===== src/rtl/serial_parity_pkg.sv =====
// rtl/serial_parity_pkg.sv - shared types and line constants for the serial parity link
package serial_parity_pkg;

    typedef enum logic [2:0] {
        IDLE,
        DATA,
        PARITY,
        STOP,
        BREAK
    } rx_state_t;

    localparam logic START_BIT  = 1'b0;
    localparam logic STOP_BIT   = 1'b1;
    localparam logic IDLE_LEVEL = 1'b1;

endpackage


===== src/rtl/parity_acc.sv =====
// rtl/parity_acc.sv - 1-bit XOR parity accumulator with synchronous clear
module parity_acc (
    input  logic clk,
    input  logic rst_n,
    input  logic clr,
    input  logic en,
    input  logic d,
    output logic acc
);

    // clear wins over enable; enable folds the next bit into the running XOR
    always_ff @(posedge clk or negedge rst_n) begin
        if (!rst_n) begin
            acc <= 1'b0;
        end else if (clr) begin
            acc <= 1'b0;
        end else if (en) begin
            acc <= acc ^ d;
        end
    end

endmodule


===== src/rtl/serial_parity_rx.sv =====
// rtl/serial_parity_rx.sv - serial frame receiver with XOR parity and stop-bit check
module serial_parity_rx
    import serial_parity_pkg::*;
#(
    parameter int DATA_W     = 8,
    parameter bit PARITY_ODD = 1'b0
) (
    input  logic              clk,
    input  logic              rst_n,
    input  logic              rx_in,
    input  logic              bit_en,
    output logic [DATA_W-1:0] data_out,
    output logic              data_valid,
    output logic              parity_err,
    output logic              frame_err,
    output logic              busy
);

    localparam int CW = $clog2(DATA_W + 1);

    rx_state_t         state;
    logic [CW-1:0]     count;
    logic [DATA_W-1:0] sreg;
    logic              perr;
    logic              acc;
    logic              acc_clr;
    logic              acc_en;

    // accumulator restarts on the start bit and absorbs only data bits
    assign acc_clr = bit_en && (state == IDLE) && (rx_in == START_BIT);
    assign acc_en  = bit_en && (state == DATA);

    parity_acc u_acc (
        .clk   (clk),
        .rst_n (rst_n),
        .clr   (acc_clr),
        .en    (acc_en),
        .d     (rx_in),
        .acc   (acc)
    );

    assign busy = (state != IDLE);

    // frame FSM: advances only on bit strobes; results are published the cycle after the stop sample
    always_ff @(posedge clk or negedge rst_n) begin
        if (!rst_n) begin
            state      <= IDLE;
            count      <= '0;
            sreg       <= '0;
            perr       <= 1'b0;
            data_out   <= '0;
            data_valid <= 1'b0;
            parity_err <= 1'b0;
            frame_err  <= 1'b0;
        end else begin
            data_valid <= 1'b0;
            if (bit_en) begin
                case (state)
                    IDLE: begin
                        if (rx_in == START_BIT) begin
                            state <= DATA;
                            count <= '0;
                            sreg  <= '0;
                        end
                    end
                    DATA: begin
                        sreg  <= sreg | (DATA_W'(rx_in) << count);
                        count <= count + 1'b1;
                        if (count == CW'(DATA_W - 1)) begin
                            state <= PARITY;
                        end
                    end
                    PARITY: begin
                        perr  <= acc ^ rx_in ^ PARITY_ODD;
                        state <= STOP;
                    end
                    STOP: begin
                        data_out   <= sreg;
                        parity_err <= perr;
                        frame_err  <= ~rx_in;
                        data_valid <= 1'b1;
                        state      <= (rx_in == STOP_BIT) ? IDLE : BREAK;
                    end
                    BREAK: begin
                        if (rx_in == STOP_BIT) begin
                            state <= IDLE;
                        end
                    end
                    default: state <= IDLE;
                endcase
            end
        end
    end

endmodule


===== config.mk =====
export PLATFORM = sky130hd
export DESIGN_NAME = serial_parity_rx
export DESIGN_NICKNAME = d
export VERILOG_FILES = /design/src/rtl/serial_parity_pkg.sv /design/src/rtl/parity_acc.sv /design/src/rtl/serial_parity_rx.sv
export SDC_FILE = /design/constraint.sdc
export NUM_CORES = 1
export LEC_CHECK = 0
export ABC_AREA = 1
export BUFFER_PORTS_ARGS = -buffer_cell sky130_fd_sc_hd__buf_2
export CAP_MARGIN = 25
export CELL_PAD_IN_SITES_DETAIL_PLACEMENT = 1
export CELL_PAD_IN_SITES_GLOBAL_PLACEMENT = 2
export CORE_ASPECT_RATIO = 0.75
export CORE_MARGIN = 4
export CORE_UTILIZATION = 30
export DETAILED_ROUTE_END_ITERATION = 8
export PLACE_DENSITY_LB_ADDON = 0.1
export SYNTH_ARGS = -nofsm -noshare
export SYNTH_HDL_FRONTEND = slang
export SYNTH_SLANG_ARGS = --single-unit

===== constraint.sdc =====
create_clock -name clk -period 1.3 [get_ports clk]
set_clock_uncertainty 0.05 [all_clocks]
set_input_delay 0.13 -clock clk [delete_from_list [all_inputs] [get_ports clk]]
set_output_delay 0.13 -clock clk [all_outputs]
set_load 0.02 [all_outputs]

[Yosys cells after proc, flatten, opt, wreduce, memory -nomap -nowiden]
Index checks and enable logic that the tools add are counted.
Cells by class
  add/subtract/negate cells: 1
  reductions and logical operators: 11
  muxes and demuxes: 13
  bitwise logic cells: 3
  shift operators: 1
  eq/ne operators: 8
Operators by type and width (number)
  8-bit case mux with 2 select lines: 1
  3-bit case mux with 5 select lines: 1
  3-bit 2-to-1 mux: 4
  8-bit 2-to-1 mux: 1
  8-bit OR: 1
  4-bit case mux with 2 select lines: 1
  1-bit by 4-bit left shift with 8-bit output: 1
  3-bit by 2-bit equality test with 1-bit output (second input constant): 2
  4-bit by 1-bit adder with 4-bit output (second input constant): 1
  4-bit by 3-bit equality test with 1-bit output (second input constant): 1
  1-bit 2-to-1 mux: 4
  4-bit 2-to-1 mux: 1
  2-bit inequality test (second input constant): 2
  2-bit AND reduction: 2
  4-bit AND reduction: 1
  2-bit nonzero test: 2
  3-bit by 1-bit equality test with 1-bit output (second input constant): 1
  3-bit equality test (second input constant): 1
  1-bit logical AND: 3
  3-bit zero test: 1
  3-bit AND reduction: 1
  3-bit nonzero test: 1
  2-bit by 1-bit inequality test with 1-bit output (second input constant): 1
  1-bit NOT: 1
  1-bit XOR: 1
Storage, ports and cells
  register bits after elaboration: 28
  output and inout bits: 12
  logic and storage cells: 46

[Depth between registers and ports, before layout]
Gate-level depths: netlist (run 1).
  depth after elaboration: 4
  gate-level depth with buffers: 7
  depth with buffers taken out: 7

[Modules after synthesis]
A second synthesis (run 1) with hierarchy kept.
Second synthesis, totals
  cell total of the unflattened synthesis: 172
  area total of the unflattened synthesis: 1393.8 sq um
By module, submodules not included
  serial_parity_rx: area an instance 1347.5 sq um, cells each 166, sequential area each 675.6 sq um, times used 1
  parity_acc: area an instance 46.3 sq um, cells each 6, sequential area each 25.0 sq um, times used 1

[Worst setup path after synthesis (run 1)]
Ideal clock, no wire load.
  kind: register to register
  start point: register state[2]
  end point: register frame_err
  arrival: 1.028 ns
  setup time: 0.118 ns
  period minus slack after synthesis: 1.195 ns
  cell stages (with the launch flop): 8
  path buffers: 1
  slack: 0.105 ns
  cells stage by stage: dfrtp_1 -> inv_1 -> nand2_1 -> nor3_4 -> inv_2 -> buf_6 -> nand2_1 -> nand2_1
On the way
  cells in the longest elaborated chain, start to end: 2
RTL lines
  start, declared: RTL line serial_parity_rx.sv:21  | rx_state_t state;
  start signal, assigned: RTL line serial_parity_rx.sv:82  | state <= (rx_in == STOP_BIT) ? IDLE : BREAK;
  3-bit by 2-bit equality test with 1-bit output: RTL line serial_parity_rx.sv:58  | case (state)
  2-bit AND reduction (no line)
  end signal, assigned: RTL line serial_parity_rx.sv:80  | frame_err <= ~rx_in;
  end, declared: RTL line serial_parity_rx.sv:15  | output logic frame_err,
No other way between the ends.
A chain may end at the register's enable or synchronous reset.

[Final worst setup path (run 1)]
  start point: register state[1]
  end point: register sreg[7]
On the way
  cells in the longest elaborated chain, start to end: 3
  elaborated cells between the ends (all ways): 6
  classes of those cells: 2 x eq/ne; 1 x mux; 3 x reduce/logical
RTL lines
  3-bit by 1-bit equality test with 1-bit output / 3-bit zero test (equally long branches): RTL line serial_parity_rx.sv:58
  2-bit nonzero test (no line) / 2-bit inequality test (equally long branches)
  3-bit AND reduction (no line)
  end signal, assigned: RTL line serial_parity_rx.sv:67  | sreg <= sreg | (DATA_W'(rx_in) << count);
  end, declared: RTL line serial_parity_rx.sv:23  | logic [DATA_W-1:0] sreg;
Several ways; a longest one is shown, not always the timed one.

==> results.py, run 1 <==
metrics = {
    "outcome": {
        "outcome": "complete, but fails checks",
        "violations": "negative setup slack",
    },
    "setup_path": {
        "cp-endpoint": "sreg[7]",
        "crit_chain": "inv_2, nand3_4, nor2_4, buf_6, nand3_1, a21oi_2",
        "critPathArrivalTime_ps": 1470,
        "timing.rr.end": "sreg[7]",
        "end_kind": "flop",
        "start_kind": "flop",
        "cp_data_required_time_ps": 1460,
        "reg2reg_depth": 6,
        "critPathMaxStageDelay_ps": 460,
        "path_class": "reg -> reg",
        "cpMaxStageDelayCell": "dfrtp_2",
        "r2r_slack_ps": -10,
        "worstReg2RegStart": "state[1]",
        "crit_fanout": 6,
        "setup.worst_path.start": "state[1]",
    },
    "logic_synthesis": {
        "synth_edf_count": 0,
        "yosys.cell_count.top_type": "nand2_1",
        "yosysTopAreaCell": "dfrtp_1",
        "syn_area_um2": 1270,
        "synthFlopType": "dfrtp_1",
        "synth.area.top_cells": "dfrtp_1, nand2_1, o21ai_2, nand3_1, inv_1",
        "yosysTopAreaCellShare_pct": 55.1,
        "postSynthCellCount": 145,
        "synthArstFlopShare_pct": 100,
        "synth_seq_area_share_pct": 55.1,
        "ys_warn_count": 0,
        "yosysUniqueCellTypes": 17,
        "ys_top_cells_by_count": "nand2_1, dfrtp_1, inv_1",
        "synth.net_count": 150,
        "syn_area_per_cell_um2": 8.78,
        "ys_seq_elements": 28,
    },
    "timing": {
        "setup_ws_ps": -14.3,
        "setup_viol": 1,
        "rsz0062_at_grt": "true",
        "min_period_ps": 1310,
        "final-hold-violation-count": 0,
        "period_share_pct": 101,
        "max_freq_mhz": 761,
        "maxSlewViolCount": 0,
        "relSlewSlack_pct": 75.9,
        "worst_slew_pin_slew_ps": 361,
    },
    "grt": {
        "grt.overflow.total": 0,
        "grt_pass1_vias": 1084,
        "grt_max_degree": 19,
        "grt_pass1_wl_mm": 5.18,
        "grtUsageTotal_pct": 12.0,
        "antenna_found_initial": 0,
    },
    "cts": {
        "cts_buffers": 3,
        "cts_tree": "yes",
        "path_clk_slew_ps": 100,
        "cts_root_buf": "clkbuf_8",
        "cts_buffer_depth": 2,
        "cts.sinks": 28,
        "cts_max_level": 1,
        "clkLatencyLatePin_ps": 270,
    },
    "floorplanning": {
        "dieArea_um2": 5360,
        "core_area_um2": 4080,
        "chipHeight_um": 64.4,
        "io_pins": 16,
        "row_count": 20,
        "initial_core_util_pct": 31.2,
        "die_w_um": 83.2,
    },
    "detailed_routing": {
        "vias": 1059,
        "drtAntennaViolNets": 0,
        "highest_layer": "met4",
        "routedWlPerCell_um": 13.5,
        "dr_wl_met3_um": 104,
        "vias_per_cell": 4.60,
        "first_pass_iters": 4,
        "dr.first_iter.drc_count": 41,
        "drcViolationCount": 0,
        "m1WireLength_mm": 1.51,
        "postRouteWirelength_mm": 3.10,
        "route.met2.wl_mm": 1.47,
    },
    "flow_run": {
        "cap_violations": 0,
    },
    "placement": {
        "numPortBuffers": 15,
        "place_area_um2": 1470,
        "dp.cells": 220,
        "place.gp.congestion": 0.872,
        "hpwl_mm": 2.28,
    },
    "min_path": {
        "min_path_type": "in -> reg",
    },
    "layout": {
        "post-route-util_pct": 42.0,
        "final_nets": 181,
        "synthToLayoutAreaGrowth_pct": 34.6,
        "antennaDiodeCount": 0,
        "instances_no_fill": 230,
        "design_area_um2": 1710,
        "drive_gt1_share_pct": 43.4,
    },
    "pwr": {
        "p_leak_uw": 0.000819,
        "powerDensity_nw_per_um2": 2260,
        "ir_worst_vdd_mv": 0.706,
    },
}
-- cells in the final DEF (no fill, tap or decap) --
| cell | count |
|---|---|
| dfrtp_1 | 25 |
| nand2_1 | 23 |
| nand2_2 | 15 |
| inv_1 | 14 |
| buf_2 | 14 |
| nand3_1 | 11 |
| buf_4 | 10 |
| o21ai_2 | 8 |
| nor2_1 | 8 |
| o21ai_0 | 6 |
| a21oi_2 | 5 |
| a21oi_1 | 4 |
| inv_2 | 3 |
| nor2_2 | 3 |
| clkbuf_8 | 3 |
| dfrtp_2 | 3 |
| nor2_4 | 2 |
| nand4_1 | 2 |
| xnor2_1 | 2 |
| buf_6 | 2 |
| buf_12 | 2 |
| inv_4 | 1 |
| nand2_4 | 1 |
| nor3_4 | 1 |
| nand3_4 | 1 |
| nand3_2 | 1 |
| o22ai_1 | 1 |
| or2_1 | 1 |
| ha_1 | 1 |
| bufinv_16 | 1 |
| dlygate4sd3_1 | 1 |
-- repair_timing --
action / CTS / global route
gates cloned: 0 / 1
pin swaps: 1 / 5
hold buffers: 1 / 0
endpoints found under the setup margin: 19 / 25
endpoints found under the hold margin: 13 / 0
gates resized for setup: 4 / 39
setup buffers: 1 / 3
-- kinds of logic after synthesis --
family                   after synthesis  synth area share (%)
adder cells (fa/ha/maj)                1                 0.983
flip-flops                            28                  55.1
AO/OA/AOI/OAI                         24                  11.9
XOR/XNOR                               2                  1.38
AND/OR/NAND/NOR                       69                  23.2
buffers and inverters                 21                  7.47
-- how the worst min path moves through the flow --
stage,slack (ps),startpoint,endpoint,cells after the start
after detailed placement,30,rst_n,count[3],1
final,150,bit_en,count[2],3
after global routing,140,bit_en,count[2],3
after CTS,160,bit_en,perr,3
after floorplan,-220,rst_n,count[0],0
after global placement,20,rst_n,count[3],1
-- layer usage --
layer  global-route usage [%]  vias to the layer above
li1                         -                      527
met1                     15.6                      518
met2                     20.3                       12
met3                     3.99                        2
met4                     1.22                        0
met5                        0                        -
-- state kept, by name, indices dropped and copies added, names as in the netlist --
signal / cells
count: 4
data_out: 8
data_valid: 1
frame_err: 1
parity_err: 1
perr: 1
sreg: 8
state: 3
u_acc.acc: 1
-- power breakdown --
part,total [uW],switching [uW],internal [uW]
combinational,1760,1060,702
clock,686,273,412
sequential,1430,240,1190
-- layout make-up --
| class | instances | area, um^2 |
|---|---|---|
| fillers | 491 | 2370 |
| flip-flops and latches | 28 | 704 |
| multi-input cells | 96 | 581 |
| repair buffers | 29 | 218 |
| inverters | 18 | 70.1 |
| well taps | 55 | 68.8 |
| clock buffers | 3 | 41.3 |
| clock inverters | 1 | 30.0 |
-- through the flow --
stage                     total power, uW  setup WS, ps  hold WS, ps  TNS (ps)
after floorplan                      2340           105         -216         0
after global placement               2820          11.0         16.0         0
after detailed placement             2870         -18.5         25.4      -114
after CTS                            3610         -16.9          158     -21.5
after global routing                 4220         -69.4          141      -571
final                                3880         -14.3          152     -14.3
-- worst max-delay path, delay by kind of cell, from the launching register on --
kind	cells	cell delay, ps
compound gates	1	130
buf+inv	2	270
flops	1	460
simple gates	3	330
(Power assumes the default switching activity.)
==> run 2: changes to the inputs <==
Settings changed: CORE_MARGIN 4 to default.
==> run 2 against run 1 <==
Effect of this change:
- the flow still finishes with violations (negative setup slack)
- count of clock-buffer cells in the layout is 1 higher
- first-iteration DRC count is 29% lower
- register-to-register slack worse by 20 ps
- routed wire length is 5.3% higher
- highest routed layer unchanged
- critical endpoint is now data_out[4]
- global-route usage is 1.9 points higher
- largest cell class unchanged
==> results.py, run 2 (synthesized netlist as in run 1, its figures left out) <==
metrics = {
    "outcome": {
        "outcome": "complete, but fails checks",
        "violations": "negative setup slack",
    },
    "setup_path": {
        "crit_chain": "inv_2, buf_6, nor3_4, inv_4, clkbuf_16, nand2_2, o21ai_2",
        "end_kind": "flop",
        "critPathBufInv": 4,
        "reg2reg_depth": 7,
        "cp_data_required_time_ps": 1430,
        "crit_family": "buffers and inverters",
        "critPathArrivalTime_ps": 1460,
        "setup.worst_path.start": "state[1]",
        "start_kind": "flop",
        "cpMaxStageDelayCell": "dfrtp_1",
        "cp-endpoint": "data_out[4]",
        "r2r_slack_ps": -30,
        "path_class": "reg -> reg",
        "worstReg2RegStart": "state[1]",
        "critPathMaxStageDelay_ps": 410,
        "timing.rr.end": "data_out[4]",
        "cp.depth": 7,
        "crit_fanout": 5,
    },
    "placement": {
        "place_ws_ps": -69.7,
        "place_area_um2": 1460,
        "dp.cells": 220,
        "hpwl_mm": 2.06,
        "place.gp.congestion": 0.730,
        "numPortBuffers": 15,
    },
    "layout": {
        "n_fill_cell": 474,
        "reg.largest.list": "data_out (8), sreg (8), count (4)",
        "design_area_um2": 1780,
        "instances_no_fill": 235,
        "mostFrequentLayoutCell": "dfrtp_1",
        "mostFrequentLayoutCells": "dfrtp_1, nand2_1, inv_1, buf_2, buf_4",
        "antennaDiodeCount": 0,
        "synthToLayoutAreaGrowth_pct": 39.5,
        "drive_gt1_share_pct": 41.1,
        "final_nets": 186,
        "post-route-util_pct": 43.8,
    },
    "cts": {
        "cts_buffer_depth": 2,
        "clkLatencyLatePin_ps": 270,
        "cts_buffers": 3,
        "cts.sinks": 28,
        "path_clk_slew_ps": 90,
        "cts_max_level": 1,
        "cts_root_buf": "clkbuf_8",
        "cts_tree": "yes",
    },
    "grt": {
        "antenna_found_initial": 0,
        "grt_max_degree": 29,
        "grt.overflow.total": 0,
        "grt_pass1_vias": 1077,
        "grtUsageTotal_pct": 14.0,
        "grt_pass1_wl_mm": 4.93,
    },
    "min_path": {
        "min_path_type": "in -> reg",
    },
    "pwr": {
        "powerDensity_nw_per_um2": 2200,
        "p_leak_uw": 0.000862,
        "ir_worst_vdd_mv": 0.771,
    },
    "detailed_routing": {
        "vias_per_cell": 4.56,
        "drcViolationCount": 0,
        "routedWlPerCell_um": 13.9,
        "first_pass_iters": 4,
        "drtAntennaViolNets": 0,
        "postRouteWirelength_mm": 3.26,
        "dr.first_iter.drc_count": 29,
        "vias": 1072,
    },
    "timing": {
        "worst_slew_pin_slew_ps": 368,
        "setup_viol": 12,
        "setup_ws_ps": -34.0,
        "maxSlewViolCount": 0,
        "period_share_pct": 103,
        "max_freq_mhz": 750,
        "min_period_ps": 1330,
        "final-hold-violation-count": 0,
        "rsz0062_at_grt": "true",
        "relSlewSlack_pct": 75.4,
    },
    "floorplanning": {
        "chipHeight_um": 58.4,
        "core_area_um2": 4050,
        "die_w_um": 77.2,
        "initial_core_util_pct": 31.4,
        "row_count": 20,
        "io_pins": 16,
        "dieArea_um2": 4510,
    },
    "flow_run": {
        "cap_violations": 0,
    },
}
-- run 2: cell types whose count changed in the layout (fill, tap and decap cells not counted), moves of 3 or more --
cell	before	now
a21oi_1	4	7
a21oi_2	5	2
nand2_4	1	6
nand2_2	15	9
-- run 2: metrics by stage --
stage          power, uW  hold WS, ps  setup TNS [ps]
6_report            3910          163            -217
5_1_grt             4200          161           -1610
4_1_cts             3510          145           -66.3
3_5_place_dp        2830          112            -410
3_3_place_gp        2790          104            -314
2_1_floorplan       2340         -216               0
-- run 2: power by group --
group	switching, uW	leakage (uW)	internal (uW)
Clock	272	0.0000288	271
Sequential	252	0.000372	1190
Combinational	1100	0.000461	823
-- run 2: how the worst min path moves through the flow --
| stage | from | end | slack (ps) | cells after the start |
|---|---|---|---|---|
| floorplan | rst_n | count[0] | -220 | 0 |
| global placement | rst_n | data_out[1] | 100 | 2 |
| detailed placement | rst_n | data_out[1] | 110 | 2 |
| CTS | bit_en | perr | 150 | 3 |
| global route | bit_en | count[2] | 160 | 3 |
| finish | bit_en | count[2] | 160 | 3 |
-- run 2: routing by layer --
layer	wire length [um]	track usage (%)
met5	0	0
met4	18	3.23
met3	92	3.41
met2	1560	24.7
met1	1590	17.5
-- run 2: worst min-delay path, stage by stage --
cell and delay, ps:
buf_2 140, nand2_2 110, o22ai_1 80
-- run 2: layout make-up --
type	count	area [um^2]	area share [%]
well taps	55	68.8	3.88
flip-flops and latches	28	702	39.5
clock buffers	4	55.1	3.10
inverters	18	72.6	4.09
repair buffers	34	285	16.1
multi-input cells	96	592	33.3
-- run 2: timing repair --
| action | 4_1_cts | 5_1_grt |
|---|---|---|
| gates resized for setup | 7 | 36 |
| endpoints found under the setup margin | 12 | 26 |
| cloned | 1 | 3 |
| hold buffers | 1 | 0 |
| buffers inserted | 4 | 2 |
| hold endpoints to repair | 28 | 0 |
| pin swaps | 2 | 6 |
